--- src/rtl/servo_pkg.sv ---
// Shared constants and helpers for the multi-channel servo PWM block.
// Holds the microsecond time base and the command-to-pulse-width mapping.
package servo_pkg;

    localparam int unsigned US_PER_S = 1_000_000;

    function automatic int unsigned ch_width(input int unsigned n);
        return (n <= 1) ? 1 : $clog2(n);
    endfunction

    // Product is kept at 64 bits so large spans and magnitudes cannot overflow.
    function automatic int unsigned mag_to_us(
        input longint unsigned mag,
        input int unsigned     min_us,
        input int unsigned     max_us,
        input int unsigned     mag_w
    );
        longint unsigned prod;
        prod = mag * 64'(max_us - min_us);
        return min_us + 32'(prod >> mag_w);
    endfunction

endpackage

--- src/rtl/servo_tick_gen.sv ---
// Prescaler producing a one-clock tick at TICK_HZ from the CLK_HZ clock.
// The tick is decoded from the counter so it lines up with the wrap.
module servo_tick_gen #(
    parameter int unsigned CLK_HZ  = 50_000_000,
    parameter int unsigned TICK_HZ = 1_000_000
) (
    input  logic clk,
    input  logic reset_n,
    output logic tick
);

    localparam int unsigned DIV = (CLK_HZ / TICK_HZ < 1) ? 1 : CLK_HZ / TICK_HZ;
    localparam int unsigned CW  = (DIV <= 1) ? 1 : $clog2(DIV);

    logic [CW-1:0] cnt_q;
    logic [CW-1:0] cnt_d;

    assign tick = (cnt_q == CW'(DIV - 1));

    always_comb begin
        cnt_d = cnt_q + CW'(1);
        if (tick) begin
            cnt_d = '0;
        end
    end

    always_ff @(posedge clk) begin
        if (!reset_n) begin
            cnt_q <= '0;
        end else begin
            cnt_q <= cnt_d;
        end
    end

endmodule

--- src/rtl/servo_pwm_multi.sv ---
// Multi-channel 50 Hz servo PWM generator with per-frame commit of
// commanded widths and optional slew limiting between frames.
module servo_pwm_multi
    import servo_pkg::*;
#(
    parameter int unsigned CLK_HZ    = 50_000_000,
    parameter int unsigned NUM_CH    = 4,
    parameter int unsigned MAG_W     = 13,
    parameter int unsigned PERIOD_US = 20000,
    parameter int unsigned MIN_US    = 1000,
    parameter int unsigned MAX_US    = 2000,
    parameter int unsigned SLEW_US   = 0
) (
    input  logic                          clk,
    input  logic                          reset_n,
    input  logic [NUM_CH-1:0]             en,
    input  logic                          cmd_valid,
    output logic                          cmd_ready,
    input  logic [ch_width(NUM_CH)-1:0]   cmd_ch,
    input  logic [MAG_W-1:0]              cmd_mag,
    output logic                          cmd_err,
    output logic [NUM_CH-1:0]             pwm,
    output logic                          frame_start
);

    localparam int unsigned TW = $clog2(MAX_US + 1);
    localparam int unsigned FW = (PERIOD_US <= 1) ? 1 : $clog2(PERIOD_US);

    logic              tick;
    logic              wrap;
    logic              commit;
    logic              xfer;
    logic              ch_ok;
    int unsigned       ch_i;
    int unsigned       t_us;
    int unsigned       a_us;
    int unsigned       diff;
    logic [TW-1:0]     cmd_us;

    logic [FW-1:0]     frame_cnt_q, frame_cnt_d;
    logic              err_q, err_d;
    logic [NUM_CH-1:0] pwm_q, pwm_d;
    logic [TW-1:0]     target_q [NUM_CH];
    logic [TW-1:0]     target_d [NUM_CH];
    logic [TW-1:0]     active_q [NUM_CH];
    logic [TW-1:0]     active_d [NUM_CH];

    servo_tick_gen #(
        .CLK_HZ  (CLK_HZ),
        .TICK_HZ (US_PER_S)
    ) u_tick_gen (
        .clk     (clk),
        .reset_n (reset_n),
        .tick    (tick)
    );

    assign wrap        = tick && (frame_cnt_q == FW'(PERIOD_US - 1));
    assign commit      = wrap && reset_n;
    assign frame_start = commit;
    // Commands are refused only while the frame is being committed.
    assign cmd_ready   = reset_n && !wrap;
    assign cmd_err     = err_q;
    assign pwm         = pwm_q;

    always_comb begin
        frame_cnt_d = frame_cnt_q;
        err_d       = 1'b0;
        pwm_d       = '0;
        target_d    = target_q;
        active_d    = active_q;
        ch_i        = 32'(cmd_ch);
        ch_ok       = (ch_i < NUM_CH);
        xfer        = cmd_valid && cmd_ready;
        cmd_us      = TW'(mag_to_us(64'(cmd_mag), MIN_US, MAX_US, MAG_W));
        t_us        = 0;
        a_us        = 0;
        diff        = 0;

        if (tick) begin
            frame_cnt_d = wrap ? '0 : frame_cnt_q + FW'(1);
        end

        err_d = xfer && !ch_ok;

        for (int unsigned i = 0; i < NUM_CH; i++) begin
            if (xfer && ch_ok && (ch_i == i)) begin
                target_d[i] = cmd_us;
            end
            pwm_d[i] = en[i] && (32'(frame_cnt_q) < 32'(active_q[i]));
        end

        if (commit) begin
            for (int unsigned i = 0; i < NUM_CH; i++) begin
                t_us = 32'(target_q[i]);
                a_us = 32'(active_q[i]);
                diff = (t_us >= a_us) ? t_us - a_us : a_us - t_us;
                if (SLEW_US == 0 || diff <= SLEW_US) begin
                    active_d[i] = target_q[i];
                end else if (t_us > a_us) begin
                    active_d[i] = TW'(a_us + SLEW_US);
                end else begin
                    active_d[i] = TW'(a_us - SLEW_US);
                end
            end
        end
    end

    always_ff @(posedge clk) begin
        if (!reset_n) begin
            frame_cnt_q <= '0;
            err_q       <= 1'b0;
            pwm_q       <= '0;
            for (int unsigned i = 0; i < NUM_CH; i++) begin
                target_q[i] <= TW'(MIN_US);
                active_q[i] <= TW'(MIN_US);
            end
        end else begin
            frame_cnt_q <= frame_cnt_d;
            err_q       <= err_d;
            pwm_q       <= pwm_d;
            target_q    <= target_d;
            active_q    <= active_d;
        end
    end

endmodule

--- config.mk ---
export PLATFORM = sky130hd
export DESIGN_NAME = servo_pwm_multi
export DESIGN_NICKNAME = d
export VERILOG_FILES = /design/src/rtl/servo_pkg.sv /design/src/rtl/servo_tick_gen.sv /design/src/rtl/servo_pwm_multi.sv
export SDC_FILE = /design/constraint.sdc
export NUM_CORES = 1
export LEC_CHECK = 0
export BUFFER_PORTS_ARGS = -buffer_cell sky130_fd_sc_hd__buf_4
export CAP_MARGIN = 20
export CORE_UTILIZATION = 45
export DETAILED_ROUTE_END_ITERATION = 10
export PLACE_DENSITY_LB_ADDON = 0.3
export SETUP_SLACK_MARGIN = 0.05
export SKIP_LAST_GASP = 1
export SLEW_MARGIN = 40
export SYNTH_ARGS = -nofsm -noshare
export SYNTH_HDL_FRONTEND = slang
export SYNTH_HIERARCHICAL = 1
export SYNTH_SLANG_ARGS = --single-unit
--- constraint.sdc ---
create_clock -name clk -period 5.9 [get_ports clk]
set_input_delay 1.18 -clock clk [delete_from_list [all_inputs] [get_ports clk]]
set_output_delay 1.18 -clock clk [all_outputs]
set_load 0.05 [all_outputs]
==> reports/results.md <==
| Parameter | This run |
|:---|:---|
| Run status | finished, final reports clean |
| Crit path max-delay cell type | sky130_fd_sc_hd__fa_1 |
| Number of detailed-route iterations in the first pass | 6 |
| Hold buffer count at cts | 0 |
| Pins Over Slew Limit | 0 |
| Area of the die | 0.01689 sq mm |
| Average size of a mapped cell | 8.796 sq um |
| Remaining global-route overflow | 0 |
| Slowest stage delay, CP | 0.54 ns |
| Family of cells with the greatest summed delay on the critical path | adder cells |
| Number of global-route vias before repair | 5,447 |
| Synthesized instance count | 838 |
| Total clock sinks | 113 |
| Count of unresolved DRC violations after routing | 0 |
| Synthesized cell area | 0.007371 sq mm |
| IR drop worst, VDD | 0.0002715 V |
| Worst slew margin relative to its limit | 52.84% |
| Simple-Gate Fraction of Synth Area | 14.87% |
| Post-route cell area | 0.008643 sq mm |
| Total of warnings raised by yosys | 6 |
| RSZ-0062 raised after global routing | no |
| PD cells | 458.2 mW/mm^2 |
| Starting density of the core | 46.23% |
| Violation count after the first detailed-routing iteration | 361 |
| Commonest non-fill, non-tap cell in the layout | sky130_fd_sc_hd__nand2_1 |
| ANT nets after route | 0 |
| Async SR Flop Fraction | 0% |
| Fraction of final layout cells sized beyond drive strength 1 | 14.10% |
| Average routed wire per standard cell | 14.01 microns |
| Total number of placement rows | 46 |
| Worst hold slack | 0.4496 ns |
| Clk_skew | 0.006092 ns |
| Minimum clock period after layout | 5.516 ns |
| Placeable core region | 0.01594 sq mm |
| Total via count in the routed design | 5,711 |
| Flops & latches, synth | 113 |
| Crit share post-route | 93.49% |
| Area of placed instances | 0.007995 sq mm |
| Detailed Place HPWL | 11,430 microns |
| Combinational family with the most area after synthesis | adder cells |
| EDFF count, synth | 0 |
| Element type at the critical path end | flip-flop |
| P_leak | 0.004015 uW |
| Maximum buffer depth of the clock tree | 2 |
| H-tree level count | 4 |
| Data required time at the worst endpoint | 6.17 ns |
| Post-Synth Adder-Cell Area | 26.07% |
| CTS tree | built |
| Count of buffering cells on the critical path with inverters included | 7 |
| Multiplexer area fraction after synthesis | 0% |
| Final setup vio count | 0 |
| Quantity of I/O buffers inserted on ports | 27 |
| Pin count of the biggest net entering global routing | 69 |
| Layout Area Growth over Synthesis | 17.26% |
| Arrival @ worst endpoint | 5.79 ns |
| Share of the synthesized area in compound gates (AO/OA/AOI/OAI) | 17.74% |
| Total GRT Usage | 20.29% |
| Root buffer cell | sky130_fd_sc_hd__clkbuf_16 |
| I/O pins | 29 |
| Net Count, Synth | 989 |
| Total power of the final layout | 3960 uW |
| Xor and xnor area share after synthesis | 2.971% |
| Chip width | 130.0 microns |
| Commonest cells after routing, fill and taps aside | 115 x sky130_fd_sc_hd__nand2_1, 114 x sky130_fd_sc_hd__inv_1, 113 x sky130_fd_sc_hd__dfxtp_1 |
| Top FF cell, synth | sky130_fd_sc_hd__dfxtp_1 |
| Share of the yosys chip area belonging to registers | 30.69% |
| Tightest Pin Transition | 0.7074 ns |
| Top cell by count, worst path | sky130_fd_sc_hd__inv_1 |
| Fmax | 181.3 MHz |
| Crit path launch type | input port |
| Ant diodes | 0 |
| Final Net Count | 1,039 |
| CTS buffer count | 17 |
| Final hold vios | 0 |
| Maximum Capacitance Violations | 0 |
| Routability-driven placement congestion ratio | 0.8652 |
| Crit path cell chain | buf_4, inv_1, buf_4, fa_1, fa_1, inv_1, fa_1, inv_1, fa_1, inv_1, ha_4, a211oi_2, o21bai_2, or3_4, a21oi_1, nor2_1, ha_1, inv_1, o211ai_1, nor3b_2, xor2_2, a21oi_1 |
| Class of the tightest hold or removal check | reg -> reg |
| Worst skew pair latency | 0.42 ns |
| Distinct cells, synth | 65 |
| Crit Path Class | in -> reg |
| Avg Vias per Cell | 5.113 |
| Clk pin slew, worst setup/hold paths | 0.05 ns |
| Total routed wirelength | 15,650 microns |
| Number of antenna violations at the first check in global routing | 0 |
| Highest net fanout along the worst path | 4 |
| Vert. Die Dim | 130.0 microns |
| First-pass GRT wire length | 26,590 microns |
cell families after synthesis:
| group | count (synthesis) |
|---|---|
| simple gates | 235 |
| xor+xnor | 25 |
| fa+ha+maj | 129 |
| compound gates | 190 |
| buf+inv | 145 |
| other cells | 1 |
| flops | 113 |
registers in the layout, indices dropped and copies added, names as in the netlist:
| signal | flops |
|---|---|
| frame_cnt_q | 15 |
| active_q | 44 |
| u_tick_gen/cnt_q | 6 |
| target_q | 44 |
| pwm | 4 |
timing repair:
action | 4_1_cts | 5_1_grt
setup buffers | 0 | 1
gates resized for setup | 0 | 3
setup endpoints to repair | 0 | 8
path summary, 6_finish.rpt:
| path | cells past startpoint | endpoint | slack (ns) | start |
|---|---|---|---|---|
| min reg2reg | 2 | active_q[0]$_SDFFE_PN0P_ | 0.45 | active_q[0]$_SDFFE_PN0P_ |
| max reg2reg | 14 | target_q[13]$_SDFFE_PN0P_ | 2.31 | u_tick_gen/cnt_q[0]$_SDFF_PP0_ |
| max | 22 | target_q[9]$_SDFFE_PN1P_ | 0.38 | cmd_mag[5] |
| min | 2 | active_q[0]$_SDFFE_PN0P_ | 0.45 | active_q[0]$_SDFFE_PN0P_ |
per-layer routing:
layer | wire length, microns | global-route usage [%] | share of wire [%]
met4 | 211 | 5.882 | 1.3
met2 | 7155 | 32.37 | 46
met5 | 0 | 0 | 0
met3 | 495 | 4.141 | 3.2
met1 | 7791 | 27.74 | 50
final cells by class:
cell class | instances | area, sq um
timing repair buffer | 61 | 457.9
fill | 1471 | 7300
inverter | 115 | 431.7
sequential | 113 | 2262
multi-input combinational | 580 | 4614
clock inverter | 10 | 132.6
tap | 216 | 270.3
clock buffer | 22 | 474.2
worst reg2reg max path, delay by kind of cell, from the launching register on:
| family | cells | cell delay (ns) |
|---|---|---|
| adder cells (fa/ha/maj) | 1 | 0.17 |
| AND/OR/NAND/NOR | 9 | 2.23 |
| AO/OA/AOI/OAI | 1 | 0.14 |
| flip-flops | 1 | 0.41 |
| buffers and inverters | 3 | 0.57 |
synth_stat cells, types with 18 or more instances:
library cell | n | share of area (%)
sky130_fd_sc_hd__nand2_1 | 115 | 5.9
sky130_fd_sc_hd__inv_1 | 114 | 5.8
sky130_fd_sc_hd__dfxtp_1 | 113 | 31
sky130_fd_sc_hd__ha_1 | 88 | 15
sky130_fd_sc_hd__a21oi_1 | 68 | 4.6
sky130_fd_sc_hd__fa_1 | 41 | 11
sky130_fd_sc_hd__o211ai_1 | 36 | 3.7
sky130_fd_sc_hd__nor2_1 | 33 | 1.7
sky130_fd_sc_hd__a21o_1 | 25 | 2.5
sky130_fd_sc_hd__clkbuf_1 | 22 | 1.1
sky130_fd_sc_hd__nor3_1 | 18 | 1.2
sky130_fd_sc_hd__o21ai_0 | 18 | 1.2
report_power, final:
group | switching (uW) | internal, uW
clock | 350 | 694
combinational | 1150 | 936
sequential | 22.3 | 808
total | 1520 | 2440
metrics by stage:
step	std cells	utilization [%]	setup slack, ns	setup TNS (ns)
after global placement	1084	50.04	-0.08760	-0.3236
after global routing	1117	54.21	0.08901	0
after floorplan	838	-	0.09242	0
final	1117	54.21	0.3838	0
after detailed placement	1084	50.15	-0.1471	-1.495
after CTS	1116	53.96	0.2915	0
(Power assumes the default switching activity.)
